[src/rtl/mmwave_pkt_pkg.sv]
// rtl/mmwave_pkt_pkg.sv - Shared constants, FSM encoding and FIFO entry layout for the sample frame packer.
package mmwave_pkt_pkg;

    localparam logic [15:0] SYNC_WORD   = 16'hA5A5;
    localparam logic [15:0] TRAILER_TAG = 16'h5A5A;

    typedef enum logic [1:0] {
        ST_IDLE      = 2'd0,
        ST_DATA_EVEN = 2'd1,
        ST_DATA_ODD  = 2'd2,
        ST_TRAILER   = 2'd3
    } pack_state_t;

    typedef struct packed {
        logic [31:0] word;
        logic        sof;
        logic        eof;
    } fifo_entry_t;

endpackage

[src/rtl/frame_word_fifo.sv]
// rtl/frame_word_fifo.sv - Register-based show-ahead FIFO holding packed words with their sof/eof flags.
module frame_word_fifo #(
    parameter int DEPTH = 8,
    parameter int WIDTH = 34
) (
    input  logic             clk,
    input  logic             rst_n,
    input  logic             push,
    input  logic [WIDTH-1:0] push_data,
    input  logic             pop,
    output logic             full,
    output logic             empty,
    output logic [WIDTH-1:0] head_data
);

    localparam int AW = $clog2(DEPTH);

    logic [WIDTH-1:0] mem [DEPTH];
    logic [AW:0]      wr_ptr;
    logic [AW:0]      rd_ptr;
    logic             do_pop;
    logic             do_push;

    assign empty     = (wr_ptr == rd_ptr);
    assign full      = (wr_ptr[AW] != rd_ptr[AW]) && (wr_ptr[AW-1:0] == rd_ptr[AW-1:0]);
    // Head reads as zero when empty so the outputs are clean without resetting the array.
    assign head_data = empty ? '0 : mem[rd_ptr[AW-1:0]];
    assign do_pop    = pop && !empty;
    assign do_push   = push && (!full || do_pop);

    always_ff @(posedge clk or negedge rst_n) begin
        if (!rst_n) begin
            wr_ptr <= '0;
            rd_ptr <= '0;
        end else begin
            if (do_push) wr_ptr <= wr_ptr + 1'b1;
            if (do_pop)  rd_ptr <= rd_ptr + 1'b1;
        end
    end

    always_ff @(posedge clk) begin
        if (do_push) mem[wr_ptr[AW-1:0]] <= push_data;
    end

endmodule

[src/rtl/sample_frame_packer.sv]
// rtl/sample_frame_packer.sv - Packs 13-bit samples into header/data(/trailer) 32-bit frames.
// Optional macro FRAME_CHECKSUM_EN adds a {TRAILER_TAG, sum} trailer word to each frame.
module sample_frame_packer
    import mmwave_pkt_pkg::*;
#(
    parameter int SAMPLES_PER_FRAME = 32,
    parameter int FIFO_DEPTH        = 8
) (
    input  logic        clk,
    input  logic        rst_n,
    input  logic        en_i,
    input  logic        sample_valid_i,
    input  logic [12:0] sample_i,
    input  logic        word_ready_i,
    output logic        word_valid_o,
    output logic [31:0] word_o,
    output logic        sof_o,
    output logic        eof_o,
    output logic        overflow_o,
    output logic [15:0] frame_cnt_o
);

    localparam int PAIRS  = SAMPLES_PER_FRAME / 2;
    localparam int PAIR_W = (PAIRS > 1) ? $clog2(PAIRS) : 1;

    pack_state_t  state, state_d;
    logic [12:0]  latch_q, latch_d;
    logic [PAIR_W-1:0] pair_q, pair_d;
    logic [15:0]  frame_cnt, cnt_d;
    logic         overflow_q, ovf_d;
    logic         push;
    fifo_entry_t  push_entry;
    fifo_entry_t  head;
    logic         fifo_full;
    logic         fifo_empty;
    logic         fifo_space;
    logic         last_pair;

`ifdef FRAME_CHECKSUM_EN
    logic [15:0] sum_q, sum_d;
    localparam logic        LAST_DATA_EOF = 1'b0;
    localparam pack_state_t END_STATE     = ST_TRAILER;
`else
    localparam logic        LAST_DATA_EOF = 1'b1;
    localparam pack_state_t END_STATE     = ST_IDLE;
`endif

    // A push is possible when there is room, or when the head leaves in the same cycle.
    assign fifo_space = !fifo_full || (word_ready_i && !fifo_empty);
    assign last_pair  = (pair_q == PAIR_W'(PAIRS - 1));

    always_comb begin
        state_d    = state;
        latch_d    = latch_q;
        pair_d     = pair_q;
        cnt_d      = frame_cnt;
        ovf_d      = overflow_q;
        push       = 1'b0;
        push_entry = '0;
`ifdef FRAME_CHECKSUM_EN
        sum_d      = sum_q;
`endif
        case (state)
            ST_IDLE: begin
                if (sample_valid_i && en_i) begin
                    if (fifo_space) begin
                        push            = 1'b1;
                        push_entry.word = {SYNC_WORD, frame_cnt};
                        push_entry.sof  = 1'b1;
                        latch_d         = sample_i;
                        pair_d          = '0;
`ifdef FRAME_CHECKSUM_EN
                        sum_d           = {3'b000, sample_i};
`endif
                        state_d         = ST_DATA_ODD;
                    end else begin
                        ovf_d = 1'b1;
                    end
                end
            end
            ST_DATA_ODD: begin
                if (sample_valid_i) begin
                    if (fifo_space) begin
                        push            = 1'b1;
                        push_entry.word = {3'b000, sample_i, 3'b000, latch_q};
                        push_entry.eof  = last_pair && LAST_DATA_EOF;
`ifdef FRAME_CHECKSUM_EN
                        sum_d           = sum_q + {3'b000, sample_i};
`endif
                        if (last_pair) begin
                            cnt_d   = frame_cnt + 16'd1;
                            state_d = END_STATE;
                        end else begin
                            pair_d  = pair_q + 1'b1;
                            state_d = ST_DATA_EVEN;
                        end
                    end else begin
                        ovf_d = 1'b1;
                    end
                end
            end
            ST_DATA_EVEN: begin
                if (sample_valid_i) begin
                    latch_d = sample_i;
`ifdef FRAME_CHECKSUM_EN
                    sum_d   = sum_q + {3'b000, sample_i};
`endif
                    state_d = ST_DATA_ODD;
                end
            end
`ifdef FRAME_CHECKSUM_EN
            ST_TRAILER: begin
                if (sample_valid_i) ovf_d = 1'b1;
                if (fifo_space) begin
                    push            = 1'b1;
                    push_entry.word = {TRAILER_TAG, sum_q};
                    push_entry.eof  = 1'b1;
                    state_d         = ST_IDLE;
                end
            end
`endif
            default: state_d = ST_IDLE;
        endcase
    end

    // frame_cnt doubles as the header sequence number; both advance together at frame end.
    always_ff @(posedge clk or negedge rst_n) begin
        if (!rst_n) begin
            state      <= ST_IDLE;
            latch_q    <= '0;
            pair_q     <= '0;
            frame_cnt  <= '0;
            overflow_q <= 1'b0;
        end else begin
            state      <= state_d;
            latch_q    <= latch_d;
            pair_q     <= pair_d;
            frame_cnt  <= cnt_d;
            overflow_q <= ovf_d;
        end
    end

`ifdef FRAME_CHECKSUM_EN
    always_ff @(posedge clk or negedge rst_n) begin
        if (!rst_n) sum_q <= '0;
        else        sum_q <= sum_d;
    end
`endif

    frame_word_fifo #(
        .DEPTH (FIFO_DEPTH),
        .WIDTH (34)
    ) u_fifo (
        .clk       (clk),
        .rst_n     (rst_n),
        .push      (push),
        .push_data (push_entry),
        .pop       (word_ready_i),
        .full      (fifo_full),
        .empty     (fifo_empty),
        .head_data (head)
    );

    assign word_valid_o = !fifo_empty;
    assign word_o       = head.word;
    assign sof_o        = head.sof;
    assign eof_o        = head.eof;
    assign overflow_o   = overflow_q;
    assign frame_cnt_o  = frame_cnt;

endmodule

[config.mk]
export PLATFORM = sky130hd
export DESIGN_NAME = sample_frame_packer
export DESIGN_NICKNAME = d
export VERILOG_FILES = /design/src/rtl/mmwave_pkt_pkg.sv /design/src/rtl/frame_word_fifo.sv /design/src/rtl/sample_frame_packer.sv
export SDC_FILE = /design/constraint.sdc
export NUM_CORES = 1
export LEC_CHECK = 0
export CORE_UTILIZATION = 56
export CTS_BUF_LIST = sky130_fd_sc_hd__clkbuf_8
export CTS_CLUSTER_SIZE = 16
export DETAILED_ROUTE_END_ITERATION = 10
export PLACE_DENSITY = 0.86
export RECOVER_POWER = 25
export SLEW_MARGIN = 20
export SYNTH_ARGS = -nofsm -noshare
export SYNTH_HDL_FRONTEND = slang
export SYNTH_SLANG_ARGS = --single-unit
[constraint.sdc]
create_clock -name clk -period 4.75 [get_ports clk]
set_input_delay 1.1875 -clock clk [delete_from_list [all_inputs] [get_ports clk]]
set_output_delay 1.1875 -clock clk [all_outputs]
set_load 0.01 [all_outputs]
==> out/metrics.csv, run 1 <==
metric;value;unit
dieArea;22140;um^2
synth_cell_types;41;
cap_viol_max_count;2;
vias;6383;
dr.pass1.iters;4;
p_per_area;607.5;nW/um^2
yosysSeqAreaShare;0.7283;
cts_max_level;2;
worstHoldPathType;flop to flop;
path_class;flop to primary output;
drv_slew;75;
p_leak;5.126;nW
avgSynthCellArea;19.19;um^2
crit_chain;buf_4, mux4_2, mux2i_1, nor2_1, clkdlybuf4s50_1;
num_rows;53;
synth_cells;629;
postCtsResizedCells;0;
cts_root_buf;clkbuf_8;
antenna_found_initial;0;
yosys_register_bits;300;
ios;70;
syn_nets;651;
synth_warnings;0;
finalHoldViolations;0;
gp_congestion;0.8434;
crit_arrival;3080;ps
clockBufferDepth;3;
io_buffers;68;
drc;0;
relSlewSlack;-0.6686;
async_flop_share;0.1467;
dieHeight;148.8;um
holdBufCountCts;0;
grtUsageTotal;0.2415;
nets;756;
viasPerCell;6.114;
antennaDiodeCount;0;
required;3560;ps
first_global_vias;6854;
cp-start-kind;flop;
place_area;13180;um^2
finalCriticalPeriod;4271;ps
status;complete, but fails checks;
fin_cells;1044;
rsz0062_at_grt;false;
yosysTopAreaCell;edfxtp_1;
grt_pass1_wl;38880;um
grt_max_degree;47;
fin_crit_sh;0.8991;
fin_area;14020;um^2
power;8.520;mW
finalWirelength;25620;um
final_util;0.6651;
yosysMostFrequentCell;edfxtp_1;
slowest_delay;810;ps
cts_sinks;300;
post-place-cells;961;
wl_per_cell;24.54;um
syn_to_final_growth;16.22;%
whs_path_depth;1;
ir_drop;314.5;uV
finalSetupViolations;0;
ys_top_cells_by_count;256 x edfxtp_1, 64 x mux4_2, 44 x dfrtp_1;
cts_buffers;46;
cts_tree;yes;
skew;11.24;ps
crit_slowest_cell;dfrtp_4;
violations;max-capacitance violations, max-slew violations;
netlist_area;12070;um^2
drtIter0Drc;606;
core;21090;um^2
cts_setup_buffers;0;
clock_latency;540;ps
layout-drive-gt1-share;0.2133;
critPathMaxFanout;31;
synth_top_cell_area_share;0.6370;
die_w;148.8;um
post-dp-hpwl;15950;um
synth_edf_count;256;
num-fill-cells;1349;
gr-total-overflow;0;
start_util;0.5723;
worstRegToRegCells;6;
setup-tns-final;0;ps
worstMarginPinSlew;2503;ps
cp-end-kind;primary output;
synth_ff_type;edfxtp_1;
ant_nets;0;
clock.fmax;234.1;MHz
synth_area_leaders;edfxtp_1 64%, mux4_2 12%, dfrtp_1 9.1%;
clk_pin_slew_worst_paths;60;ps
worst max-delay path: cells and delay by family (launching register included):
kind | cells | cell delay (ps)
buf+inv | 2 | 920
simple gates | 1 | 80
mux | 2 | 710
flops | 1 | 810
power breakdown:
part           total [mW]  internal (mW)  switching [mW]  leakage, nW
Sequential           3.67           3.35           0.322         2.95
Clock                1.96           1.03           0.931        0.505
Combinational        2.89           1.47            1.42         1.67
Total                8.52           5.85            2.67         5.13
sequential cells by signal, indices dropped and copies added, names as in the netlist:
signal	cells
u_fifo.wr_ptr	4
overflow_o	1
frame_cnt_o	16
u_fifo.mem	256
state	2
u_fifo.rd_ptr	4
latch_q	13
pair_q	4
per-layer routing:
layer,track usage,wire (um)
met2,0.4070,13260
met4,0.1092,835
met3,0.04434,1593
met1,0.3087,9926
met5,0,0
path summary, 6_finish.rpt:
| check | startpoint | to | slack (ps) |
|---|---|---|---|
| max | u_fifo.rd_ptr[0] | word_o[5] | 480 |
| min | latch_q[6] | latch_q[6] | 500 |
| max reg2reg | u_fifo.rd_ptr[0] | u_fifo.mem[1][15] | 920 |
| min reg2reg | latch_q[6] | latch_q[6] | 500 |
| max in group asynchronous | rst_n | u_fifo.rd_ptr[0] | 1570 |
| min in group asynchronous | rst_n | pair_q[2] | 1430 |
through the flow:
stage	setup WS, ps	hold slack [ps]
after global placement	943.6	469.5
after floorplan	-132.7	461.9
after CTS	417.0	502.7
after global routing	313.3	518.8
final	479.1	503.0
after detailed placement	794.3	486.7
cells by family after synthesis:
family | synth area share
AO/OA/AOI/OAI | 0.02084
XOR/XNOR | 0.01877
adder cells (fa/ha/maj) | 0.004147
buffers and inverters | 0.01638
flip-flops | 0.7283
multiplexers | 0.1618
other | 0.0003107
AND/OR/NAND/NOR | 0.04946
layout by cell type (no fill, tap or decap), types with 3 or more instances in the layout:
| master | netlist | routed |
|---|---|---|
| xor2_1 | 16 | 16 |
| a21oi_1 | 3 | 3 |
| clkinv_1 | 0 | 9 |
| mux2_2 | 5 | 5 |
| dlygate4sd3_1 | 0 | 12 |
| nor2b_1 | 5 | 5 |
| nand4_1 | 7 | 7 |
| clkdlybuf4s50_1 | 0 | 55 |
| and2_0 | 0 | 7 |
| clkbuf_8 | 0 | 54 |
| edfxtp_1 | 256 | 256 |
| o21ai_0 | 3 | 3 |
| nor2_1 | 43 | 43 |
| mux4_2 | 64 | 64 |
| clkinv_2 | 0 | 3 |
| mux2_1 | 12 | 12 |
| nand2_1 | 8 | 8 |
| ha_1 | 4 | 4 |
| clkbuf_1 | 8 | 3 |
| a21o_1 | 7 | 7 |
| nor3_1 | 5 | 3 |
| inv_1 | 4 | 21 |
| xnor2_1 | 8 | 8 |
| buf_4 | 2 | 22 |
| and2_1 | 13 | 7 |
| mux2i_1 | 32 | 32 |
| and3_1 | 6 | 6 |
| a22o_1 | 15 | 15 |
| nand2b_1 | 3 | 3 |
| dfrtp_1 | 44 | 41 |
| nor4_1 | 5 | 4 |
| nand3_1 | 8 | 8 |
cell type report:
| class | instances | area, um^2 | share of cell area |
|---|---|---|---|
| multi-input combinational | 288 | 3144 | 0.2242 |
| tap | 275 | 344.1 | 0.02453 |
| sequential | 300 | 8795 | 0.6271 |
| clock buffer | 54 | 743.2 | 0.05299 |
| timing repair buffer | 93 | 867.1 | 0.06183 |
| clock inverter | 29 | 112.6 | 0.008029 |
| inverter | 5 | 18.77 | 0.001338 |
Power figures use the tool's default switching activity.
==> inputs of run 2 (changes only) <==
--- a/config.mk
+++ b/config.mk
@@ -7,9 +7,9 @@
 export LEC_CHECK = 0
 export CORE_UTILIZATION = 56
 export CTS_BUF_LIST = sky130_fd_sc_hd__clkbuf_8
-export CTS_CLUSTER_SIZE = 16
+export CTS_CLUSTER_SIZE = 8
 export DETAILED_ROUTE_END_ITERATION = 10
-export PLACE_DENSITY = 0.86
+export PLACE_DENSITY = 0.82
 export RECOVER_POWER = 25
 export SLEW_MARGIN = 20
 export SYNTH_ARGS = -nofsm -noshare
==> out/metrics.csv, run 2 (same netlist as run 1, synthesis figures left out) <==
metric;value;unit
finalWirelength;25310;um
setup-tns-final;0;ps
dieArea;22140;um^2
vias;6352;
post-place-cells;960;
status;complete, but fails checks;
clk_pin_slew_worst_paths;60;ps
clock.fmax;231.4;MHz
dr.pass1.iters;5;
whs_path_depth;1;
nets;755;
post-dp-hpwl;15250;um
p_per_area;602.5;nW/um^2
antennaDiodeCount;0;
ios;70;
core;21090;um^2
cts_max_level;2;
cp-end-kind;primary output;
finalHoldViolations;0;
cts_sinks;300;
ant_nets;0;
grt_pass1_wl;38790;um
skew;15.51;ps
finalCriticalPeriod;4322;ps
min_to;overflow_o;
holdBufCountCts;0;
fin_cells;1041;
antenna_found_initial;0;
worstHoldStart;overflow_o;
cp.depth;6;
dieHeight;148.8;um
drc;0;
crit_arrival;3130;ps
layout_commonest_cell;edfxtp_1;
clock_latency;560;ps
ir_drop;385.5;uV
largest_reg_flops;256;
grt_max_degree;45;
postCtsResizedCells;0;
drtIter0Drc;575;
worstMarginPinSlew;2441;ps
wl_per_cell;24.31;um
required;3560;ps
io_buffers;68;
cts_tree;yes;
relSlewSlack;-0.6276;
crit_buf_inv;2;
num_rows;53;
finalSetupViolations;0;
cts_setup_buffers;0;
fin_area;13950;um^2
start_util;0.5723;
drv_slew;76;
rsz0062_at_grt;false;
die_w;148.8;um
viasPerCell;6.102;
slowest_delay;650;ps
worstRegToRegCells;6;
layout-drive-gt1-share;0.2037;
violations;max-capacitance violations, max-slew violations;
cp_top_family;simple AND/OR/NAND/NOR gates;
clockBufferDepth;3;
crit_chain;xor2_1, nor3_1, and2_0, buf_4, nor2_1, clkdlybuf4s50_1;
num-fill-cells;1372;
path_class;flop to primary output;
place_area;13160;um^2
critPathMaxFanout;23;
worstHoldPathType;flop to flop;
gr-total-overflow;0;
cts_root_buf;clkbuf_8;
reg2reg_setup_slack;980;ps
cts_buffers;46;
r2r_end;u_fifo.mem[4][13];
hold-worst-slack;463.0;ps
first_global_vias;6729;
p_leak;5.080;nW
grtUsageTotal;0.2395;
final_cell_mix;256 x edfxtp_1, 64 x mux4_2, 64 x clkdlybuf4s50_1;
reg2reg_from;u_fifo.rd_ptr[0];
cap_viol_max_count;2;
fin_crit_sh;0.9098;
cp-start-kind;flop;
gp_congestion;0.7977;
syn_to_final_growth;15.58;%
crit_slowest_cell;dfrtp_4;
## run 2: changes by cell type in the layout (fill, tap and decap cells not counted), sizes merged
cell and delta:
buf -2, clkbuf -3, clkdlybuf4s50 +9, clkinv -9, dlygate4sd3 -9, inv +11
## run 2: where the power goes
| part | internal, mW | switching (mW) |
|---|---|---|
| Combinational | 1.46 | 1.44 |
| Clock | 0.964 | 0.922 |
| Sequential | 3.35 | 0.274 |
| Total | 5.77 | 2.63 |
## run 2: how the worst max path moves through the flow
stage                          start          endpoint  slack (ps)
floorplan             sample_valid_i  u_fifo.mem[3][0]        -130
global placement    u_fifo.rd_ptr[0]        word_o[20]        1110
detailed placement    sample_valid_i  u_fifo.mem[5][8]        1060
CTS                 u_fifo.rd_ptr[0]        word_o[29]         470
global route        u_fifo.rd_ptr[0]         word_o[5]         230
finish              u_fifo.rd_ptr[0]         word_o[5]         430
## run 2: cell type report
| type | count | area (um^2) | area share |
|---|---|---|---|
| multi-input cells | 288 | 3133 | 0.2246 |
| clock inverters | 31 | 126.4 | 0.009060 |
| repair buffers | 92 | 843.3 | 0.06046 |
| inverters | 5 | 18.77 | 0.001346 |
| flip-flops and latches | 300 | 8795 | 0.6305 |
| clock buffers | 50 | 688.2 | 0.04934 |
| well taps | 275 | 344.1 | 0.02467 |
## run 2: layer usage
layer / share of wire / routed length [um] / up-vias / global-route usage
li1: - / - / 2712 / -
met1: 0.40 / 10220 / 3343 / 0.3215
met2: 0.52 / 13070 / 254 / 0.4012
met3: 0.058 / 1458 / 43 / 0.03700
met4: 0.022 / 561 / 0 / 0.08929
met5: 0 / 0 / - / 0
## run 2: stage by stage
step / total power [mW] / utilization / setup WS, ps
floorplan: 5.427 / - / -132.7
global placement: 6.513 / 0.6242 / 1109
detailed placement: 6.618 / 0.6242 / 1060
CTS: 8.496 / 0.6629 / 469.6
global route: 8.790 / 0.6614 / 232.6
finish: 8.405 / 0.6614 / 428.4
